$ cat src/rtl/fifo_serializer_if.sv
// fifo_serializer_if: upstream FIFO pop port plus downstream chunk stream handshake
interface fifo_serializer_if #(parameter int BITS = 16, parameter int OUT_W = 4);
  logic [BITS-1:0]  fifo_dout;
  logic             fifo_pndng;
  logic             fifo_pop;
  logic [OUT_W-1:0] ser_data;
  logic             ser_valid;
  logic             ser_ready;
  logic             ser_last;
  modport master(input fifo_dout, fifo_pndng, ser_ready, output fifo_pop, ser_data, ser_valid, ser_last);
  modport slave(output fifo_dout, fifo_pndng, ser_ready, input fifo_pop, ser_data, ser_valid, ser_last);
endinterface

$ cat src/rtl/fifo_serializer.sv
// fifo_serializer: pops BITS-wide words from a FIFO and streams them MSB-first as OUT_W chunks
module fifo_serializer #(
  parameter int BITS  = 16,
  parameter int OUT_W = 4
) (
  input  logic                clk,
  input  logic                rst,
  fifo_serializer_if.master   bus,
  output logic                busy,
  output logic [15:0]         word_cnt
);
  localparam int N  = BITS / OUT_W;
  localparam int IW = N > 1 ? $clog2(N) : 1;
  typedef enum logic {IDLE, SEND} state_t;
  state_t          state;
  logic [BITS-1:0] shift_reg;
  logic [IW-1:0]   idx;
  logic            last, xfer, load;
  always_comb begin
    last = state == SEND && idx == IW'(N - 1);
    xfer = state == SEND && bus.ser_ready;
    // reload on the final transfer keeps the stream bubble-free
    load = rst && bus.fifo_pndng && (state == IDLE || (xfer && last));
  end
  assign bus.fifo_pop  = load;
  assign bus.ser_valid = state == SEND;
  assign bus.ser_last  = last;
  assign bus.ser_data  = state == SEND ? shift_reg[BITS-1 -: OUT_W] : '0;
  assign busy          = state == SEND;
  always_ff @(posedge clk or negedge rst) begin
    if (!rst) begin
      state     <= IDLE;
      shift_reg <= '0;
      idx       <= '0;
      word_cnt  <= '0;
    end else begin
      if (load) begin
        shift_reg <= bus.fifo_dout;
        idx       <= '0;
        state     <= SEND;
      end else if (xfer) begin
        shift_reg <= shift_reg << OUT_W;
        idx       <= idx + IW'(1);
        if (last) state <= IDLE;
      end
      if (xfer && last) word_cnt <= word_cnt + 16'd1;
    end
  end
endmodule

$ cat src/flat_wrapper.sv
// flat-port wrapper written by rule: the top's interface ports become plain ports
module fifo_serializer_flat 
#(
  parameter int BITS  = 16,
  parameter int OUT_W = 4
)
  (clk, rst, busy, word_cnt, bus_fifo_dout, bus_fifo_pndng, bus_ser_ready, bus_fifo_pop, bus_ser_data, bus_ser_valid, bus_ser_last);
  fifo_serializer_if #(.BITS(BITS), .OUT_W(OUT_W)) bus_i ();
  input  logic clk;
  input  logic rst;
  output logic busy;
  output logic [15:0] word_cnt;
  input wire logic [$bits(bus_i.fifo_dout)-1:0] bus_fifo_dout;
  input wire logic [$bits(bus_i.fifo_pndng)-1:0] bus_fifo_pndng;
  input wire logic [$bits(bus_i.ser_ready)-1:0] bus_ser_ready;
  output wire logic [$bits(bus_i.fifo_pop)-1:0] bus_fifo_pop;
  output wire logic [$bits(bus_i.ser_data)-1:0] bus_ser_data;
  output wire logic [$bits(bus_i.ser_valid)-1:0] bus_ser_valid;
  output wire logic [$bits(bus_i.ser_last)-1:0] bus_ser_last;
  assign bus_i.fifo_dout = bus_fifo_dout;
  assign bus_i.fifo_pndng = bus_fifo_pndng;
  assign bus_i.ser_ready = bus_ser_ready;
  assign bus_fifo_pop = bus_i.fifo_pop;
  assign bus_ser_data = bus_i.ser_data;
  assign bus_ser_valid = bus_i.ser_valid;
  assign bus_ser_last = bus_i.ser_last;
  fifo_serializer #(.BITS(BITS), .OUT_W(OUT_W)) u_core (.clk(clk), .rst(rst), .bus(bus_i), .busy(busy), .word_cnt(word_cnt));
endmodule
$ cat config.mk
export PLATFORM = sky130hd
export DESIGN_NAME = fifo_serializer_flat
export DESIGN_NICKNAME = d
export VERILOG_FILES = /design/src/rtl/fifo_serializer_if.sv /design/src/rtl/fifo_serializer.sv /design/src/flat_wrapper.sv
export SDC_FILE = /design/constraint.sdc
export NUM_CORES = 1
export LEC_CHECK = 0
export ABC_AREA = 1
export BUFFER_PORTS_ARGS = -buffer_cell sky130_fd_sc_hd__buf_4
export CORE_MARGIN = 2
export CORE_UTILIZATION = 57
export CTS_CLUSTER_DIAMETER = 30
export DETAILED_ROUTE_END_ITERATION = 6
export GPL_TIMING_DRIVEN = 0
export PLACE_DENSITY = 0.84
export SLEW_MARGIN = 20
export SYNTH_ARGS = -nofsm -noshare
export SYNTH_HDL_FRONTEND = slang
export SYNTH_SLANG_ARGS = --single-unit
export TNS_END_PERCENT = 5
$ cat constraint.sdc
create_clock -name clk -period 2.3 [get_ports clk]
set_clock_uncertainty 0.15 [all_clocks]
set_input_delay 0.575 -clock clk [delete_from_list [all_inputs] [get_ports clk]]
set_output_delay 0.575 -clock clk [all_outputs]
set_load 0.02 [all_outputs]
## Word level (Yosys, flattened, before mapping)

Index checks and enable logic that the tools add are counted.

- Input bits: 20
- Bits in registers: 35
- Word-level logic and storage cells: 25

- Bitwise gates (word level): 1
- Eq/ne operators: 1
- Muxes and demuxes: 8
- Add/sub/neg operators: 2
- Reductions and logical operators: 9

Operators by type and width:

| kind | number |
|---|---|
| $mux 16 | 2 |
| $add 16x1->16 const B | 1 |
| $logic_and 1x1->1 | 5 |
| $mux 2 | 2 |
| $mux 4 | 1 |
| $reduce_bool 2->1 | 2 |
| $mux 1 | 3 |
| $add 2x1->2 const B | 1 |
| $eq 2x2->1 const B | 1 |
| $reduce_and 2->1 | 1 |
| $logic_or 1x1->1 | 1 |
| $not 1->1 | 1 |

## Longest topological paths before layout

- Depth after elaboration: 7
- Gate-level depth with buffers: 8

## Least setup slack after synthesis

Ideal clock, no wire load.

- Kind: reg2out
- Start point: register u_core.state, in the netlist u_core.bus.ser_valid
- End point: output bus_fifo_pop
- Arrival time: 1.152 ns
- Slack: 0.423 ns
- Stages on the path, launching flop included: 6
- Cell sequence: dfrtp_1 buf_6 nand3_4 nand2_2 nand2_4 inv_1

- Cells in the longest elaborated chain, start to end: 4
- Elaborated cells between the ends (all ways): 6
- Classes of those cells: 1 x bitwise; 5 x reduce/logical

Ends and longest elaborated chain:

| what | RTL line | source |
|---|---|---|
| from (decl) | fifo_serializer.sv:15 | `state_t state;` |
| from (signal assigned) | fifo_serializer.sv:32 | `state <= IDLE;` |
| from (signal assigned) | fifo_serializer.sv:40 | `state <= SEND;` |
| from (signal assigned) | fifo_serializer.sv:44 | `if (last) state <= IDLE;` |
| $logic_and 1x1->1 (on tied branches) | fifo_serializer.sv:21, fifo_serializer.sv:20 |  |
| $logic_and 1x1->1 | fifo_serializer.sv:23 | `load = rst && bus.fifo_pndng && (state == IDLE \|\| (xfer && last));` |
| $logic_or 1x1->1 (*) | fifo_serializer.sv:23 |  |
| $logic_and 1x1->1 (*) | fifo_serializer.sv:23 |  |
| to (decl) | flat_wrapper.sv:16 | `output wire logic [$bits(bus_i.fifo_pop)-1:0] bus_fifo_pop;` |

Mark *: on every way between the ends. The rest lies on a longest branch, timed or not.

## Worst setup path after layout

- Start point: register u_core.idx[0]
- End point: output bus_fifo_pop

- Cells in the longest elaborated chain, start to end: 5

Ends and longest elaborated chain:

| what | RTL line | source |
|---|---|---|
| from (decl) | fifo_serializer.sv:17 | `logic [IW-1:0] idx;` |
| from (signal assigned) | fifo_serializer.sv:43 | `idx <= idx + IW'(1);` |
| $eq 2x2->1 | fifo_serializer.sv:20 | `last = state == SEND && idx == IW'(N - 1);` |
| $logic_and 1x1->1 | fifo_serializer.sv:20 |  |
| $logic_and 1x1->1 | fifo_serializer.sv:23 |  |
| $logic_or 1x1->1 | fifo_serializer.sv:23 |  |
| $logic_and 1x1->1 | fifo_serializer.sv:23 |  |

No other way between the ends.

==> out/qor.csv <==
stage,metric,value,unit
status,outcome,"complete, no violations",
pwr,clock power share,0.144,
clocking,clock-pin transition on the worst setup and hold timing paths,0.09,ns
pwr,pwr dens,875,nW/um2
synthesis,Mapped Nets,234,
clocking,Worst-Skew Late Latency,0.34,ns
timing,setup ws final,0.122,ns
drt,DRC Markers,0,
grt,initial antenna violation count,0,
critical_path,r2r startpoint,u_core.idx[0]$_DFFE_PN0P_,
finish,Syn-to-layout area delta,24.7,%
worst_hold_path,HP Class,primary input to flop,
clocking,CTS Buffer Depth,2,
placed_design,I/O Buffers,43,
floorplanning,DIE HEIGHT,61.6,um
synthesis,Synth Register Bits,35,
placed_design,HPWL after DPL,2600,um
drt,initial DRC count,35,
synthesis,ys async rst share,1.00,
floorplanning,Die ar.,3800,um2
clocking,CTS Sinks,35,
timing,final worst-path cycle share,0.947,
critical_path,required time of the critical path,1.57,ns
synthesis,"top cells by count, synth","nand2_1, dfrtp_1, inv_1",
pwr,sequential share of power,0.425,
timing,FMAX,459,MHz
placed_design,placed instance area,2270,um2
critical_path,crit path kind,flop to primary output,
critical_path,end of the worst register-to-register path,u_core.word_cnt[15]$_DFFE_PN0P_,
synthesis,Syn Std Cell Area,1890,um2
synthesis,Post-synth EDFFs,0,
finish,# fillers,249,
pwr,Peak VDD IR,550,uV
floorplanning,Die Span X,61.6,um
drt,via count,1516,
drt,remaining antenna violation count,0,
floorplanning,core area,3100,um2
timing,unrepaired setup endpoints after global routing,false,
grt,grt total ovfl,0,
finish,fraction of layout cells with a size suffix above 1,0.326,
clocking,number of buffers created by CTS,5,
worst_hold_path,Min-Delay Startpoint,bus_fifo_dout[0],
grt,first-pass GRT wire length,5920,um
worst_hold_path,hold path cells,3,
timing,max-slew violation count,0,
drt,DR WL/cell,11.7,um
synthesis,Yosys top cell by area,dfrtp_1,
job,Max Cap Violations,0,
floorplanning,initial core utilization,0.610,
pwr,P_sw,0.801,mW
synthesis,main flop type after synthesis,dfrtp_1,
synthesis,Synth area leaders,"dfrtp_1, nand2_1, o211ai_2",
synthesis,sequential share of the synthesized area,0.463,
timing,Finish-stage setup viols,0,
drt,final wirelength,3620,um
timing,Slew @ Worst Pin,0.385,ns
placed_design,Setup Slack @ Placement,-0.167,ns
grt,largest net degree at the start of global routing,36,
clocking,CTS tree,done,
pwr,P_leak,1.40,nW
critical_path,R2R setup slack,0.62,ns
drt,routed vias/inst,4.92,
finish,Final Cell Area,2360,um2
pwr,Pint,1.26,mW
synthesis,mean area per synthesized cell,8.92,um2
worst_hold_path,worst hold path endpoint,u_core.shift_reg[0]$_DFFE_PN0P_,
placed_design,Final GP Congestion,0.876,
critical_path,Max Fanout on Critical Path,9,
synthesis,cells after synthesis,212,
floorplanning,row count,20,
finish,Nets,287,
timing,Worst Hold Slack,0.290,ns
synthesis,post-synth top area share,0.463,
drt,drt pass-1 iters,4,
clocking,clk root buf,clkbuf_4,
critical_path,"Data arrival, critical path",1.45,ns
synthesis,most frequent cell after synthesis,nand2_1,
critical_path,Reg2Reg Depth,9,
floorplanning,I/O Pins,44,
finish,# diodes,0,
critical_path,crit path launch type,flop,
timing,relative slew slack,0.742,
synthesis,Yosys cell types,24,
timing,Tmin final,2.18,ns
pwr,part of the power in combinational logic,0.432,
grt,GRT Util Overall,0.221,
synthesis,synth warn,0,
pwr,switching fraction of total power,0.388,
clocking,H-tree levels,2,
timing,Fin. Hold Viols,0,
critical_path,crit end category,primary output,
grt,vias in the first global route,1351,
through the flow:
stage          instances  setup TNS [ns]  utilization  total power, mW
2_1_floorplan        212               0            -             1.49
3_3_place_gp         299          -0.167        0.731             1.73
3_5_place_dp         299          -0.167        0.731             1.76
4_1_cts              307               0        0.756             2.07
5_1_grt              308               0        0.760             2.23
6_report             308               0        0.760             2.06
metal layers:
layer,track usage,wire length [um],vias up
met5,0,0,-
met3,0.0651,187,5
met1,0.287,1660,707
met4,0.0821,65,0
li1,-,-,764
met2,0.349,1700,40
worst max-delay path, cell delays in order (launching register included):
cell	delay [ns]
dfrtp_1	0.40
ha_2	0.22
nand3_4	0.08
nand2_2	0.07
nand2_4	0.12
inv_2	0.08
buf_4	0.16
cell usage in the layout (no fill, tap or decap):
cell type      instances
nand3_1               11
buf_4                 44
xnor2_1                5
clkbuf_1               1
clkbuf_4               5
nor2_4                 3
o21ai_4                1
nand2_1               75
inv_1                 30
nand3_4                1
nand4_1                1
xor2_2                 1
nor3_1                 1
nor2_8                 1
ha_2                   1
buf_12                 1
o21ai_0                5
nand2_4                3
nor2_1                 6
nand2_2                3
ha_1                   1
nand3b_1               1
buf_8                  1
dlygate4sd3_1          1
xor2_1                 5
buf_6                  5
inv_2                  3
dfrtp_1               35
o211ai_2              12
nor2_2                 1
how the worst max path moves through the flow:
| stage | cells past startpoint | to | slack [ns] | startpoint |
|---|---|---|---|---|
| 2_1_floorplan | 5 | bus_fifo_pop | 0.42 | u_core.bus.ser_valid$_DFFE_PN0P_ |
| 3_3_place_gp | 6 | bus_fifo_pop | -0.17 | rst |
| 3_5_place_dp | 6 | bus_fifo_pop | -0.17 | rst |
| 4_1_cts | 6 | bus_fifo_pop | 0.02 | u_core.idx[0]$_DFFE_PN0P_ |
| 5_1_grt | 6 | bus_fifo_pop | 0.05 | u_core.idx[0]$_DFFE_PN0P_ |
| 6_report | 6 | bus_fifo_pop | 0.12 | u_core.idx[0]$_DFFE_PN0P_ |
power groups by stage:
stage | Clock (mW) | Sequential, mW | Combinational, mW
5_1_grt | 0.336 | 0.896 | 0.995
6_report | 0.296 | 0.876 | 0.891
2_1_floorplan | 0 | 0.912 | 0.577
3_3_place_gp | 0 | 0.878 | 0.857
4_1_cts | 0.303 | 0.875 | 0.896
3_5_place_dp | 0 | 0.886 | 0.877
area by class of cell:
| class | count | area, um2 | share of cell area |
|---|---|---|---|
| plain buffers | 6 | 63.8 | 0.0271 |
| clock buffers | 6 | 41.3 | 0.0175 |
| inverters | 33 | 124 | 0.0525 |
| multi-input cells | 138 | 831 | 0.352 |
| flip-flops and latches | 35 | 876 | 0.371 |
| well taps | 44 | 55.1 | 0.0233 |
| repair buffers | 46 | 368 | 0.156 |
cells by family after synthesis:
logic type	after synthesis	share of synthesized area
buffers and inverters	39	0.0992
DFF	35	0.463
AOI/OAI and AO/OA	18	0.101
adders and majority gates	2	0.0132
xor gates and xnor gates	11	0.0549
and+or+nand+nor	107	0.269
timing repair:
action / 4_1_cts / 5_1_grt
pin swaps: 1 / 0
hold buffers: 1 / 1
resized for setup: 2 / 2
buffers inserted: 1 / 0
hold endpoints to repair: 35 / 18
setup endpoints to repair: 1 / 1
Power figures use the tool's default switching activity.
